[config.mk]
export PLATFORM = sky130hd
export DESIGN_NAME = fwd_hazard_ctrl
export DESIGN_NICKNAME = d
export VERILOG_FILES = /design/src/rtl/fwd_hazard_ctrl.sv
export SDC_FILE = /design/constraint.sdc
export NUM_CORES = 1
export LEC_CHECK = 0
export ABC_CLOCK_PERIOD_IN_PS = 2000
export CAP_MARGIN = 20
export CORE_ASPECT_RATIO = 0.6
export CORE_MARGIN = 5
export CORE_UTILIZATION = 39
export DETAILED_ROUTE_END_ITERATION = 7
export MAX_ROUTING_LAYER = met4
export PLACE_DENSITY = 0.76
export SETUP_SLACK_MARGIN = 0.02
export SLEW_MARGIN = 25
export SYNTH_ARGS = -nofsm -noshare
export SYNTH_HDL_FRONTEND = slang
export SYNTH_SLANG_ARGS = --single-unit
export TNS_END_PERCENT = 30
[constraint.sdc]
create_clock -name clk -period 2 [get_ports clk]
set_input_delay 0.3 -clock clk [delete_from_list [all_inputs] [get_ports clk]]
set_output_delay 0.3 -clock clk [all_outputs]
set_load 0.03 [all_outputs]
[src/rtl/fwd_hazard_ctrl.sv]
// fwd_hazard_ctrl: operand-forwarding select and decode-stage hazard control
// for an in-order pipeline with a single non-pipelined multi-cycle unit.
// Forwarding is purely combinational. Stalls come from a one-cycle load-use
// window and from a countdown scoreboard that covers the multi-cycle unit.
module fwd_hazard_ctrl #(
    parameter int AW     = 5,   // register address width
    parameter int NSRC   = 2,   // number of source-operand ports
    parameter int MC_LAT = 4    // multi-cycle op latency, 2..15
) (
    input  logic                 clk,
    input  logic                 rst,

    // Decode stage
    input  logic                 id_valid,
    input  logic [NSRC*AW-1:0]   id_src,
    input  logic [NSRC-1:0]      id_src_used,
    input  logic [AW-1:0]        id_dst,
    input  logic                 id_regwrite,
    input  logic                 id_is_load,
    input  logic                 id_is_mc,

    // Execute stage sources
    input  logic [NSRC*AW-1:0]   ex_src,
    input  logic [NSRC-1:0]      ex_src_used,

    // Later-stage destinations
    input  logic [AW-1:0]        ex_mem_rd,
    input  logic                 ex_mem_regwrite,
    input  logic [AW-1:0]        mem_wb_rd,
    input  logic                 mem_wb_regwrite,

    output logic [NSRC*2-1:0]    fwd_sel,
    output logic                 stall,
    output logic                 mc_busy
);

    localparam logic [3:0] MC_LAT_C = 4'(MC_LAT);

    // Hazard state
    logic            r_ld_pending;
    logic [AW-1:0]   r_ld_rd;
    logic [3:0]      r_mc_cnt;
    logic [AW-1:0]   r_mc_rd;

    // Decode-side comparison results
    logic            w_ld_hit;
    logic            w_mc_raw;
    logic            w_mc_waw;
    logic            w_ld_stall;
    logic            w_mc_stall;
    logic            w_accept;
    logic            w_accept_ld;
    logic            w_accept_mc;

    // Per-port forward select; EX/MEM wins over MEM/WB, register 0 never forwards
    always_comb begin
        // NOTE: assign a default before any conditional path so no latch is inferred.
        fwd_sel = '0;
        for (int i = 0; i < NSRC; i++) begin
            if (ex_src_used[i] && (ex_src[i*AW +: AW] != '0)) begin
                if (ex_mem_regwrite && (ex_mem_rd == ex_src[i*AW +: AW]))
                    fwd_sel[i*2 +: 2] = 2'b01;
                else if (mem_wb_regwrite && (mem_wb_rd == ex_src[i*AW +: AW]))
                    fwd_sel[i*2 +: 2] = 2'b10;
            end
        end
    end

    // Compare each used decode source against the pending load and mc destinations
    always_comb begin
        w_ld_hit = 1'b0;
        w_mc_raw = 1'b0;
        for (int i = 0; i < NSRC; i++) begin
            if (id_src_used[i]) begin
                if (id_src[i*AW +: AW] == r_ld_rd) w_ld_hit = 1'b1;
                if (id_src[i*AW +: AW] == r_mc_rd) w_mc_raw = 1'b1;
            end
        end
    end

    // A zero destination in either tracker means "nothing to wait for",
    // which also keeps register 0 out of every stall term.
    assign w_mc_waw   = id_regwrite && (id_dst == r_mc_rd);
    assign mc_busy    = (r_mc_cnt != 4'd0);

    assign w_ld_stall = id_valid && r_ld_pending && (r_ld_rd != '0) && w_ld_hit;
    assign w_mc_stall = id_valid && mc_busy &&
                        (id_is_mc || ((r_mc_rd != '0) && (w_mc_raw || w_mc_waw)));
    assign stall      = w_ld_stall || w_mc_stall;

    // An instruction that is both load and mc is handled as mc only
    assign w_accept    = id_valid && !stall;
    assign w_accept_mc = w_accept && id_is_mc;
    assign w_accept_ld = w_accept && id_is_load && id_regwrite && !id_is_mc;

    // Load tracker: open a one-cycle load-use window after an accepted load
    always_ff @(posedge clk or posedge rst) begin
        if (rst) begin
            r_ld_pending <= 1'b0;
            r_ld_rd      <= '0;
        end else begin
            // NOTE: non-blocking so every register here samples pre-edge values.
            r_ld_pending <= w_accept_ld;
            if (w_accept_ld)
                r_ld_rd <= id_dst;
        end
    end

    // Multi-cycle scoreboard: load latency on issue, count down every cycle
    // (including stalled ones); result is written back on the 1->0 edge
    always_ff @(posedge clk or posedge rst) begin
        if (rst) begin
            r_mc_cnt <= 4'd0;
            r_mc_rd  <= '0;
        end else if (w_accept_mc) begin
            r_mc_cnt <= MC_LAT_C;
            r_mc_rd  <= id_regwrite ? id_dst : '0;
        end else if (r_mc_cnt != 4'd0) begin
            r_mc_cnt <= r_mc_cnt - 4'd1;
        end
    end

endmodule

==> results of run 1 <==
## power by group through the flow
stage	Sequential [mW]	Combinational, mW	Clock, mW
floorplan	0.580	0.514	0
CTS	0.613	0.921	0.258
global placement	0.595	0.849	0
detailed placement	0.606	0.887	0
finish	0.622	0.973	0.254
global route	0.645	1.05	0.279
## what timing repair did
action | 4_1_cts | 5_1_grt
buffers inserted | 1 | 0
resized for setup | 45 | 20
endpoints found under the setup margin | 13 | 16
pin swaps | 23 | 13
endpoints found under the hold margin | 0 | 0
## layer usage
metal  track usage  vias to the layer above  part of all wire
met2         0.352                       39              0.53
met4        0.0974                        0             0.037
met1         0.229                      635              0.39
met3        0.0571                       20             0.047
li1              -                      649                 -
met5             -                        -                 0
## area by class of cell
cell class              instances  area (µm²)  share of cell area
flip-flops and latches         15         380               0.166
inverters                       9        33.8              0.0148
well taps                      45        56.3              0.0246
clock inverters                 1        5.00             0.00219
repair buffers                 86         767               0.335
multi-input cells             110        1000               0.439
clock buffers                   3        41.3              0.0180
## placed cells by master, fill, tap and decap left out, drive strengths merged, types with 2 or more instances in the layout
cell,netlist,layout
mux2i,5,5
o21ai,3,3
xnor2,18,18
ha,2,2
clkbuf,0,3
clkdlybuf4s50,0,18
dfrtp,15,15
inv,9,9
dlygate4sd2,0,19
nor3b,3,3
mux2,5,5
dlymetal6s2s,0,9
xor2,29,29
nand4,2,2
nor2,5,5
a21o,2,2
nor4,7,7
nand2,9,9
or4,4,4
buf,1,39
nand3,6,6
## path summary, 6_finish.rpt
check | slack (ns) | end | cells after the start | start
worst min-delay path | 0.41 | r_ld_rd[4]$_DFFE_PP0P_ | 2 | rst
worst min register to register | 0.54 | r_mc_cnt[3]$_DFFE_PP0P_ | 1 | r_mc_cnt[3]$_DFFE_PP0P_
min in group clk | 0.54 | r_mc_cnt[3]$_DFFE_PP0P_ | 1 | r_mc_cnt[3]$_DFFE_PP0P_
max in group asynchronous | 1.16 | r_mc_rd[4]$_DFFE_PP0P_ | 2 | rst
worst max-delay path | -0.07 | stall | 7 | r_ld_rd[2]$_DFFE_PP0P_
worst max register to register | -0.04 | r_ld_rd[1]$_DFFE_PP0P_ | 6 | r_mc_rd[4]$_DFFE_PP0P_
## flip-flops by register name, summed over array words and instances (netlist names)
signal,count
r_mc_rd,5
r_mc_cnt,4
r_ld_rd,5
r_ld_pending,1
## stage by stage
| step | setup TNS, ns | std cells | hold slack, ns |
|---|---|---|---|
| finish | -0.195 | 269 | 0.411 |
| global route | -0.766 | 269 | 0.462 |
| detailed placement | -4.77 | 265 | 0.539 |
| floorplan | 0 | 135 | 0.201 |
| CTS | -0.317 | 269 | 0.422 |
| global placement | -4.37 | 265 | 0.487 |
## critical path, delay by kind of cell, from the launching register on
kind / cells / cell delay, ns
AO/OA/AOI/OAI: 3 / 0.51
XOR/XNOR: 1 / 0.16
buffers and inverters: 2 / 0.30
flip-flops: 1 / 0.38
AND/OR/NAND/NOR: 1 / 0.16
## cell families (layout without fill, tap and decap cells)
group / Yosys count / in the layout / share of synthesized area
and+or+nand+nor: 40 / 40 / 0.176
AOI/OAI and AO/OA: 11 / 11 / 0.0865
DFF: 15 / 15 / 0.288
buffers and inverters: 10 / 99 / 0.0317
xor gates and xnor gates: 47 / 47 / 0.316
adders and majority gates: 2 / 2 / 0.0192
muxes: 10 / 10 / 0.0817
==> impl_metrics.csv, run 1 <==
group,metric,value,unit
outcome,status,"finished, violations left",
outcome,failed_checks,"negative setup slack",
grt,globalRouteTotalUtil,0.205,
pwr,p_clk_frac,0.137,
route,drt_iter0_markers,45,
floorplan,rows,16,
synthesis,synth_edf_count,0,
clocking,ctsHoldBuffers,0,
setup_path,cp-start-kind,"register",
placement,place_congestion,0.851,
pwr,p_int,1.11,mW
grt,grt_max_degree,16,
clocking,clk_latency,0.25,ns
hold_path,hp-class,"primary input to asynchronous set/reset pin",
timing,final.setup.worst_slack,-0.0676,ns
route,wl,4610,µm
synthesis,syn_avg_cell_area,9.64,µm²
synthesis,synthTopCellsByCount,"xor2_1, xnor2_1, dfrtp_1",
timing,rsz0062_at_grt,"yes",
placement,io_buffers,52,
setup_path,crit_arrival,1.77,ns
setup_path,worst-setup-path-type,"register to output port",
pwr,p_leak,1.08,nW
final_layout,design_area,2290,µm²
setup_path,crit_chain,"buf_4, xnor2_1, nand4_1, o22ai_2, o2111ai_4, o21ai_2, buf_6",
floorplan,initial_core_util,0.404,
setup_path,cpMaxStageDelayCell,"dfrtp_1",
grt,antenna_found_initial,0,
synthesis,synth_nets,184,
synthesis,synthArstFlopShare,1.00,
final_layout,num-fill-cells,245,
pwr,pwr-share-comb,0.526,
placement,pre_cts_ws,-0.566,ns
flow_run,drv_cap,0,
clocking,clockBufferDepth,2,
pwr,swShare,0.402,
synthesis,ys_warn_count,0,
synthesis,netlist.area_leader.share,0.288,
timing,setup_viol,6,
synthesis,synth_area_leader_cell,"dfrtp_1",
pwr,p_per_area,808,nW/µm²
setup_path,endpoint_kind,"output port",
route,first_pass_iters,3,
route,vias,1343,
grt,first_global_vias,1430,
placement,placed_area,2120,µm²
setup_path,required,1.70,ns
timing,max-slew-margin-rel,0.599,
placement,dp_hpwl,3720,µm
route,wl_per_cell,17.1,µm
synthesis,yosysSeqAreaShare,0.288,
timing,timing.final.crit_share,1.03,
grt,grt_pass1_wl,6850,µm
clocking,clk_pin_slew_worst_paths,0.06,ns
final_layout,drive_gt1_frac,0.335,
pwr,finalPower,1.85,mW
final_layout,num_antenna_cells,0,
timing,hold_viol,0,
pwr,ir_drop,0.000680,V
synthesis,synth_area,1300,µm²
final_layout,post-route-util,0.710,
setup_path,cpPeakStageDelay,0.38,ns
clocking,cts_htree_levels,1,
timing,clock.fmax,484,MHz
synthesis,synth.most_common_cell,"xor2_1",
synthesis,synth_cells,135,
setup_path,cp_max_fo,3,
pwr,switching_power,0.744,mW
final_layout,area_growth,75.9,%
timing,worst_pin_slew,0.601,ns
clocking,clkSinkCount,15,
route,drcViolationCount,0,
clocking,cts.root.buffer_cell,"clkbuf_8",
synthesis,synth_seq_cells,15,
route,viasPerCell,4.99,
synthesis,yosysUniqueCellTypes,28,
pwr,power_frac_seq,0.337,
timing,slew_viol_final,0,
floorplan,die_h,54.7,µm
timing,finalClockSkew,0.00183,ns
floorplan,ios,53,
final_layout,nets,274,
clocking,cts_buffers,3,
floorplan,die_w,84.6,µm
floorplan,die_area,4630,µm²
route,antenna_left,0,
floorplan,core_area,3220,µm²
grt,grt_overflow,0,
timing,period_minus_slack,2.07,ns
synthesis,synthTopCellsByArea,"dfrtp_1, xor2_1, xnor2_1, mux2_2, mux2i_1",
clocking,cts_tree,"yes",
synthesis,ys.flop_type,"dfrtp_1",
Note: power is estimated with default switching activity, not from simulation.
==> inputs of run 2 (changes only) <==
- HOLD_SLACK_MARGIN: not set -> 0.1
==> results of run 2 <==
Final layout, timing and power as in run 1 (identical DEF).
